### src/rtl/afw_actuator_seq.sv
// afw_actuator_seq: filters the raw FAN/AC/WIND requests and sequences the
// physical actuator enables with break-before-make, minimum on-time and an
// AC compressor restart lockout.
module afw_actuator_seq #(
    parameter int STABLE_CYC = 4,
    parameter int MIN_ON     = 16,
    parameter int DEAD_CYC   = 8,
    parameter int AC_MIN_OFF = 64
) (
    input  logic       clk,
    input  logic       rst,
    input  logic       FAN_REQ,
    input  logic       AC_REQ,
    input  logic       WIND_REQ,
    output logic       FAN_EN,
    output logic       AC_EN,
    output logic       WIND_EN,
    output logic       LOCKOUT,
    output logic [1:0] STATE
);

    typedef enum logic [1:0] {
        S_IDLE = 2'b00,
        S_VENT = 2'b01,
        S_COOL = 2'b10,
        S_DEAD = 2'b11
    } state_t;

    localparam logic [7:0] STABLE8 = 8'(STABLE_CYC);
    localparam logic [7:0] MINON8  = 8'(MIN_ON);
    localparam logic [7:0] DEAD8   = 8'(DEAD_CYC);
    localparam logic [7:0] LOCK8   = 8'(AC_MIN_OFF);

    state_t     sample;
    logic       sample_ok;
    state_t     cand;
    state_t     acc;
    logic [7:0] stab_cnt;
    logic [7:0] stab_next;

    state_t     state;
    state_t     state_next;
    logic       lock_load;
    logic [7:0] dwell;
    logic [7:0] dead;
    logic [7:0] lock;

    // Decode the request triple into a mode; unlisted codes are invalid.
    always_comb begin
        sample    = S_IDLE;
        sample_ok = 1'b0;
        case ({AC_REQ, FAN_REQ, WIND_REQ})
            3'b100: begin sample = S_COOL; sample_ok = 1'b1; end
            3'b011: begin sample = S_VENT; sample_ok = 1'b1; end
            3'b000: begin sample = S_IDLE; sample_ok = 1'b1; end
            default: begin sample = S_IDLE; sample_ok = 1'b0; end
        endcase
    end

    // Run length the current valid sample will have after this edge.
    always_comb begin
        stab_next = 8'd1;
        if (sample == cand) begin
            stab_next = (stab_cnt == STABLE8) ? stab_cnt : stab_cnt + 8'd1;
        end
    end

    // Glitch filter: accept a mode once it has been seen STABLE_CYC times in a row.
    always_ff @(posedge clk) begin
        if (rst) begin
            cand     <= S_IDLE;
            acc      <= S_IDLE;
            stab_cnt <= '0;
        end else if (!sample_ok) begin
            stab_cnt <= '0;
        end else begin
            cand     <= sample;
            stab_cnt <= stab_next;
            if (stab_next == STABLE8) begin
                acc <= sample;
            end
        end
    end

    // State register.
    always_ff @(posedge clk) begin
        if (rst) begin
            state <= S_IDLE;
        end else begin
            state <= state_next;
        end
    end

    // Next-state logic; DEAD always separates two active modes.
    always_comb begin
        state_next = state;
        lock_load  = 1'b0;
        case (state)
            S_IDLE: begin
                if (acc == S_VENT) begin
                    state_next = S_VENT;
                end else if (acc == S_COOL && lock == '0) begin
                    state_next = S_COOL;
                end
            end
            S_VENT: begin
                if (acc != S_VENT && dwell == MINON8) begin
                    state_next = S_DEAD;
                end
            end
            S_COOL: begin
                if (acc != S_COOL && dwell == MINON8) begin
                    state_next = S_DEAD;
                    lock_load  = 1'b1;
                end
            end
            S_DEAD: begin
                if (dead == DEAD8 - 8'd1) begin
                    state_next = S_IDLE;
                end
            end
            default: state_next = S_IDLE;
        endcase
    end

    // Dwell, dead-time and lockout counters; all saturate instead of wrapping.
    always_ff @(posedge clk) begin
        if (rst) begin
            dwell <= '0;
            dead  <= '0;
            lock  <= '0;
        end else begin
            if (state_next != state) begin
                dwell <= '0;
                dead  <= '0;
            end else begin
                if (dwell != MINON8) dwell <= dwell + 8'd1;
                if (dead != DEAD8)   dead  <= dead + 8'd1;
            end
            if (lock_load) begin
                lock <= LOCK8;
            end else if (lock != '0) begin
                lock <= lock - 8'd1;
            end
        end
    end

    // Outputs decode from registered state only, so they cannot glitch.
    always_comb begin
        FAN_EN  = (state == S_VENT);
        WIND_EN = (state == S_VENT);
        AC_EN   = (state == S_COOL);
        LOCKOUT = (lock != '0);
        STATE   = state;
    end

endmodule

### config.mk
export PLATFORM = sky130hd
export DESIGN_NAME = afw_actuator_seq
export DESIGN_NICKNAME = d
export VERILOG_FILES = /design/src/rtl/afw_actuator_seq.sv
export SDC_FILE = /design/constraint.sdc
export NUM_CORES = 1
export LEC_CHECK = 0
export BUFFER_PORTS_ARGS = -buffer_cell sky130_fd_sc_hd__buf_2
export CORE_UTILIZATION = 45
export CTS_CLUSTER_DIAMETER = 200
export CTS_CLUSTER_SIZE = 28
export DETAILED_ROUTE_END_ITERATION = 6
export HOLD_SLACK_MARGIN = 0.15
export REMOVE_ABC_BUFFERS = 1
export SLEW_MARGIN = 20
export SYNTH_ARGS = -nofsm -noshare
export SYNTH_HDL_FRONTEND = slang
export SYNTH_SLANG_ARGS = --single-unit
### constraint.sdc
create_clock -name clk -period 4.3 [get_ports clk]
set_clock_uncertainty 0.05 [all_clocks]
set_input_delay 1.29 -clock clk [delete_from_list [all_inputs] [get_ports clk]]
set_output_delay 1.29 -clock clk [all_outputs]
set_load 0.03 [all_outputs]
## Word-level counts from Yosys, hierarchy flattened

Cells that the tools add are included.

| word-level totals | value |
|---|---|
| flip-flop bits (word level) | 38 |
| bits of input ports | 5 |
| output and inout bits | 6 |

| cells by class | value |
|---|---|
| add/sub/neg operators | 4 |
| equal/unequal tests | 17 |
| mux-type cells | 14 |
| bitwise operators | 1 |
| reductions and logical operators | 13 |

Operator list:

| kind | number |
|---|---|
| $add A8 B1 Y8 const B | 3 |
| $eq A8 B3 Y1 const B | 3 |
| $mux W8 | 2 |
| $mux W7 | 2 |
| $mux W2 | 5 |
| $eq A8 B5 Y1 const B | 1 |
| $logic_not A8 Y1 | 1 |
| $ne A8 B4 Y1 const B | 1 |
| $ne A8 B5 Y1 const B | 1 |
| $pmux W2 S4 | 1 |
| $reduce_bool A8 Y1 | 1 |
| $sub A8 B1 Y8 const B | 1 |
| $eq A2 B2 Y1 const B | 3 |
| $reduce_or A2 Y1 | 3 |
| $eq A2 B1 Y1 const B | 2 |
| $pmux W2 S2 | 1 |
| $eq A3 B2 Y1 const B | 1 |
| $eq A3 B3 Y1 const B | 1 |
| $logic_and A1 B1 Y1 | 3 |
| $logic_not A3 Y1 | 1 |
| $mux W1 | 3 |
| $reduce_or A3 Y1 | 1 |
| $eq A2 B2 Y1 | 1 |
| $logic_not A2 Y1 | 1 |
| 6 further kinds | 6 |

## Depth between registers and ports, before layout

Gate-level depths: netlist (run 1).

| logic depth | value |
|---|---|
| depth in word-level cells | 7 |
| depth in mapped cells | 8 |
| depth with buffers taken out | 7 |

## Worst setup path after synthesis (run 1)

OpenSTA, ideal clock, no wires.

| path | value |
|---|---|
| path kind | flip-flop to output port |
| from | reg lock[2] |
| to | out LOCKOUT |
| arrival | 1.526 ns |
| data required time | 2.960 ns |
| slack | 1.434 ns |
| cell stages (with the launch flop) | 4 |
| buffers on the path | 1 |
| path through | dfxtp_1 > or4_4 > or4b_4 > buf_6 |

| on the way | value |
|---|---|
| word-level cells in the longest chain between the ends | 1 |

RTL lines:

| element | line | RTL |
|---|---|---|
| start: declaration | 46 | `logic [7:0] lock;` |
| start signal: assignment | 143 | `lock <= lock - 8'd1;` |
| $reduce_bool A8 Y1 | 153 | `LOCKOUT = (lock != '0);` |
| end: declaration | 18 | `output logic LOCKOUT,` |

No other way between the ends.

## Final worst setup path (run 1)

Ends and elaborated chain as after synthesis.

==> out/metrics.yaml, run 1 <==
outcome:
  status: "finished clean"
synth:
  synth_common_cells: "nor2_1, dfxtp_1, nand2_1, inv_1, xor2_1"
  synthArstFlopShare_pct: 0
  synth_compound_area_share_pct: 12.2
  ys_top_cells_by_area: "dfxtp_1, nor2_1, xor2_1"
  synth_top_area_share_pct: 38.3
  synthCells: 232
  yosys.area_share.simple_pct: 26.6
  avgSynthCellArea_um2: 8.56
  ys_seq_area_share_pct: 38.3
  synth_cell_types: 50
  ys_seq_elements: 38
  synthMuxAreaShare_pct: 2.14
  synth_edf_count: 0
  yosys.area.top_type: "dfxtp_1"
  yosys_warnings: 0
  ys.flop_type: "dfxtp_1"
  synthAdderAreaFrac_pct: 5.04
  synthXorXnorAreaFrac_pct: 11.0
  synth_top_family_by_area: "simple AND/OR/NAND/NOR gates"
  syn_area_um2: 1990
  yosys.cell_count.top_type: "nor2_1"
layout:
  n_antenna_cell: 0
  layoutNonFillerInstCount: 295
  fillCellCount: 410
  seqCellArea_um2: 761
  final_nets: 257
  syn_to_final_growth_pct: 9.51
  drive_gt1_share_pct: 11.4
  multiInputGateArea_um2: 1130
  design_area_um2: 2180
route:
  drtPass1Iterations: 4
  first_iter_violations: 38
  vias: 1551
  wl_per_cell_um: 11.4
  drc: 0
  routed_wirelength_um: 3350
  ant_nets: 0
  via_per_inst: 5.26
floorplanning:
  die_area_um2: 4690
  die_w_um: 68.5
  start_util_pct: 48.3
  num_rows: 23
  core-area_um2: 4120
  num_io_pins: 11
  die_y_um: 68.5
clock_tree:
  cts_buffers: 5
  clock_latency_ns: 0.28
  clock_tree.buffer_depth: 2
  clockRootBuffer: "clkbuf_8"
  htreeDepth: 2
  clock-sinks: 38
  cts_tree: "yes"
  cts_resized: 0
  cts_hold_buf: 0
  postCtsSetupRepairBufs: 0
  clkTransAtPathRegs_ns: 0.08
worst_setup_path:
  max_stage_delay_ns: 0.58
  worstSetupStartpointType: "flip-flop"
  endpoint_kind: "output pin"
  crit_fanout: 6
  crit_type: "reg -> out"
  crit_required_ns: 2.96
  ff2ff_path_depth: 5
  worstPathCellList: "or4_4 -> or4b_4 -> buf_2"
  critPathSlowestCell: "or4b_4"
  critPathArrivalTime_ns: 1.95
timing:
  finalMaxSlewViolations: 0
  setup_viol_count_final: 0
  finalHoldViolations: 0
  max_slew_margin_pct: 65.1
  fin_crit_sh_pct: 76.6
  setup_tns_ns: 0
  rsz0062_at_grt: "no"
  fmax_mhz: 304
  worstMarginPinSlew_ns: 0.523
  fin_crit_ns: 3.29
global_routing:
  gr-total-overflow: 0
  grt_max_degree: 17
  grt_pass1_vias: 1377
  antenna_found_initial: 0
  grt_usage_pct: 17.0
  grt_pass1_wl_um: 6000
flow_run:
  cap_violations: 0
place:
  gp_congestion: 0.736
  dpl.hpwl_um: 2440
  placed_cell_area_um2: 2060
  port_buffers: 10
  place_inst: 287
min_path:
  min_path_type: "reg -> reg"
  holdPathStages: 2
pwr:
  ir_drop_mv: 0.232
  p_leak_nw: 0.840
  p_per_area_nw_per_um2: 447
-- routing by layer --
metal	routed length, um	track usage (%)	vias up
met5	0	0	-
met4	20	4.69	0
met3	75	4.00	2
met2	1420	26.5	15
met1	1840	23.3	706
li1	-	-	828
-- layout make-up --
type / instances / share of cell area (%)
multi-input cells: 174 / 52.0
inverters: 15 / 2.59
clock buffers: 5 / 3.16
well taps: 50 / 2.88
flip-flops and latches: 38 / 35.0
clock inverters: 3 / 2.07
repair buffers: 10 / 2.30
-- where the power goes --
group / internal, mW / switching (mW)
registers: 0.391 / 0.0385
logic: 0.117 / 0.124
clock network: 0.173 / 0.128
-- registers in the layout, summed over array words and instances (netlist names) --
| register | count |
|---|---|
| STATE | 2 |
| cand | 2 |
| stab_cnt | 8 |
| lock | 8 |
| dwell | 8 |
| dead | 8 |
| acc | 2 |
-- cell families (layout without fill, tap and decap cells) --
group | count (synthesis) | in the layout
muxes | 4 | 4
xor gates and xnor gates | 25 | 25
DFF | 38 | 38
buffers and inverters | 20 | 33
AOI/OAI and AO/OA | 31 | 31
and+or+nand+nor | 106 | 106
adders and majority gates | 8 | 8
-- metrics by stage --
stage	utilization, %	setup slack (ns)	hold slack [ns]	total power [mW]
6_report	52.9	1.01	0.454	0.972
5_1_grt	52.9	0.938	0.499	1.04
4_1_cts	52.9	0.992	0.453	0.985
3_5_place_dp	50.1	1.31	0.442	0.679
3_3_place_gp	50.1	1.32	0.436	0.678
2_1_floorplan	-	1.47	0.412	0.632
-- cells in the final DEF (no fill, tap or decap), types with 2 or more instances in the layout --
cell type | netlist | routed
clkinvlp_4 | 0 | 2
mux2i_1 | 2 | 2
dfxtp_1 | 38 | 38
ha_1 | 8 | 8
a21boi_0 | 2 | 2
nand2b_1 | 2 | 2
nand4_1 | 3 | 3
xor2_1 | 15 | 15
a21oi_1 | 6 | 6
a211oi_1 | 2 | 2
and3_1 | 5 | 5
clkbuf_8 | 0 | 5
buf_2 | 0 | 10
nor3_1 | 7 | 7
or3_1 | 3 | 3
inv_1 | 15 | 15
o21ai_0 | 3 | 3
or2_2 | 3 | 3
a31oi_1 | 3 | 3
and2_1 | 2 | 2
xnor2_1 | 10 | 10
nand3_1 | 13 | 13
nor2_1 | 42 | 42
nand2_1 | 16 | 16
mux2_2 | 2 | 2
-- critical path, delay by kind of cell, from the launching register on --
kind / cells / cell delay (ns)
flip-flops: 1 / 0.34
AND/OR/NAND/NOR: 2 / 1.13
buffers and inverters: 1 / 0.20
-- path summary, 6_finish.rpt --
check | slack (ns) | startpoint | to
setup / recovery | 1.01 | lock[2] | LOCKOUT
hold reg to reg | 0.45 | dead[1] | dead[1]
hold / removal | 0.45 | dead[1] | dead[1]
setup reg to reg | 1.75 | lock[2] | dwell[7]
(Power assumes the default switching activity.)
==> inputs of run 2 (changes only) <==
ABC_AREA = 1   (was unset)
clock period = 2.83 ns   (was 4.3 ns; I/O delays follow)
==> out/metrics.yaml, run 2 <==
pwr:
  switching_share_pct: 27.3  # -2.7 points
  p_switching_mw: 0.372  # +28%
  p_clk_share_pct: 40.7  # +9.7 points
  ir_drop_mv: 0.280  # +21%
  p_per_area_nw_per_um2: 575  # +29%
  p_leak_nw: 1.09  # +30%
  seq_power_share_pct: 42.9  # -1.3 points
  p_int_mw: 0.990  # +45%
  power.total_mw: 1.36  # +40%
  combPwrFrac_pct: 16.4  # -8.5 points
synth:
  synthArstFlopShare_pct: 0  # unchanged
  ys_top_cells_by_area: "dfxtp_1, nor2_1, nand2_1"
  synth_cell_types: 30  # -40%
  yosys_warnings: 0  # unchanged
  synthCells: 306  # +32%
  synth_top_area_share_pct: 35.6  # -2.6 points
  synth_edf_count: 0  # unchanged
  synth_common_cells: "nor2_1, nand2_1, inv_1, dfxtp_1, nand3_1"
  synthXorXnorAreaFrac_pct: 7.39  # -3.6 points
  ys_seq_elements: 38  # unchanged
  ys.flop_type: "dfxtp_1"
  synthMuxAreaShare_pct: 0  # -2.1 points
  yosys.area.top_type: "dfxtp_1"
  yosys.area_share.simple_pct: 37.0  # +10 points
  synthAdderAreaFrac_pct: 4.69  # -0.35 points
  synth_compound_area_share_pct: 6.15  # -6.1 points
  synth_top_family_by_area: "simple AND/OR/NAND/NOR gates"
  syn_area_um2: 2130  # +7.4%
  avgSynthCellArea_um2: 6.98  # -19%
  yosys.cell_count.top_type: "nor2_1"
  ys_seq_area_share_pct: 35.6  # -2.6 points
floorplanning:
  die_y_um: 70.9  # +3.5%
  num_rows: 24  # +4.3%
  die_w_um: 70.9  # +3.5%
  start_util_pct: 48.0  # -0.25 points
  num_io_pins: 11  # unchanged
  die_area_um2: 5020  # +7.2%
  core-area_um2: 4440  # +8.0%
clock_tree:
  cts_hold_buf: 0  # unchanged
  clock_latency_ns: 0.29  # about the same
  cts_tree: "yes"
  htreeDepth: 2  # unchanged
  clockRootBuffer: "clkbuf_8"
  clock_tree.buffer_depth: 2  # unchanged
  cts_resized: 0  # unchanged
  clock-sinks: 38  # unchanged
  clkTransAtPathRegs_ns: 0.08  # about the same
  postCtsSetupRepairBufs: 0  # unchanged
  cts_buffers: 5  # unchanged
layout:
  layoutNonFillerInstCount: 374  # +27%
  final_cell_mix: "nor2_1, nand2_1, inv_1, dfxtp_1, nand3_1"
  design_area_um2: 2370  # +8.9%
  final_nets: 334  # +30%
  n_antenna_cell: 0  # unchanged
  syn_to_final_growth_pct: 11.0
  drive_gt1_share_pct: 13.4  # +1.9 points
  fin_util_pct: 53.3  # +0.42 points
  mostFrequentLayoutCell: "nor2_1"
timing:
  rsz0062_at_grt: "no"
  setup_viol_count_final: 0  # unchanged
  finalHoldViolations: 0  # unchanged
  worstMarginPinSlew_ns: 0.412  # -0.111 ns
  max_slew_margin_pct: 72.3  # +7.2 points
  fin_crit_ns: 2.39
  timing.final.ws_setup_ns: 0.442  # -0.564 ns
  timing.hold.ws_ns: 0.419  # -0.0350 ns
  setup_tns_ns: 0  # unchanged
  fmax_mhz: 419
  fin_crit_sh_pct: 84.4
  finalMaxSlewViolations: 0  # unchanged
route:
  vias: 1764  # +14%
  wl_per_cell_um: 10.1  # -11%
  drtPass1Iterations: 4  # unchanged
  ant_nets: 0  # unchanged
  via_per_inst: 4.72  # -10%
  routed_wirelength_um: 3770  # +13%
  first_iter_violations: 54  # +42%
  drc: 0  # unchanged
flow_run:
  cap_violations: 0  # unchanged
place:
  placed_cell_area_um2: 2230  # +8.2%
  dpl_worst_slack_ns: 0.670  # -0.640 ns
  dpl.hpwl_um: 2890  # +19%
  gp_congestion: 0.824  # +12%
  place_inst: 366  # +28%
  port_buffers: 10  # unchanged
global_routing:
  grt_max_degree: 17  # unchanged
  grt_pass1_vias: 1618  # +18%
  gr-total-overflow: 0  # unchanged
  grt_pass1_wl_um: 6670  # +11%
  grt_usage_pct: 16.6  # -0.40 points
  antenna_found_initial: 0  # unchanged
worst_setup_path:
  r2r_start: "dwell[0]"
  crit_type: "reg -> out"
  worstSetupStartpointType: "flip-flop"
  crit_cells: 6  # +3
  critPathSlowestCell: "dfxtp_1"
  ff2ff_path_depth: 10  # +5
  max_stage_delay_ns: 0.31  # -0.27 ns
  path_common_cell: "inv_1"
  worstPathCellList: "inv_1 -> ha_1 -> nand3_1 -> nor2_4 -> inv_1 -> buf_2"
  crit_required_ns: 1.93  # -1.03 ns
  endpoint_kind: "output pin"
  crit_fanout: 5  # -1
  cpLargestDelayFamily: "buffers and inverters"
  r2r_slack_ns: 1.08  # -0.67 ns
  critPathArrivalTime_ns: 1.49  # -0.46 ns
  startpoint: "lock[0]"
  crit_end: "LOCKOUT"
  rr_endpoint: "dwell[7]"
  crit_buf_inv: 3  # +2
min_path:
  min_path_type: "reg -> reg"
outcome:
  status: "finished clean"
run 2: cell count changes after synthesis, moves of 6 or more:
cell / change
nand2_1: +42
inv_1: +31
nor2_1: +17
nand2_2: +9
xnor2_1: -8
nand3_1: +6
run 2: cells by family after synthesis:
logic type | count (synthesis)
xor+xnor | 18
flops | 38
compound gates | 22
buf+inv | 49
fa+ha+maj | 8
simple gates | 171
run 2: worst min-delay path by stage:
stage	startpoint	to	slack [ns]	cells past startpoint
after floorplan	lock[0]	lock[0]	0.39	2
after global placement	lock[0]	lock[0]	0.40	2
after detailed placement	lock[0]	lock[0]	0.41	2
after CTS	lock[0]	lock[0]	0.42	2
after global routing	lock[0]	lock[0]	0.43	2
final	lock[0]	lock[0]	0.42	2
run 2: layer usage:
metal / track usage, % / vias up / routed length, um
met5: 0 / - / 0
met4: 6.00 / 0 / 45
met3: 4.84 / 4 / 105
met2: 26.5 / 16 / 1630
met1: 21.5 / 761 / 1990
li1: - / 983 / -
run 2: layout make-up:
cell class              instances  area (um^2)
fillers                       439         2080
multi-input cells             219         1180
flip-flops and latches         38          761
inverters                      47          176
clock buffers                   5         68.8
clock inverters                 3         68.8
well taps                      52         65.1
repair buffers                 10         50.0
run 2: worst min-delay path: stages (launching register included):
cell     delay [ns]
dfxtp_1        0.31
nand2_1        0.06
a21oi_1        0.05
run 2: power by group through the flow:
stage / Clock, mW / Combinational, mW / Sequential [mW]
final: 0.554 / 0.224 / 0.584
after global routing: 0.594 / 0.258 / 0.588
after CTS: 0.572 / 0.227 / 0.584
after detailed placement: 0 / 0.226 / 0.596
after global placement: 0 / 0.223 / 0.596
after floorplan: 0 / 0.173 / 0.597
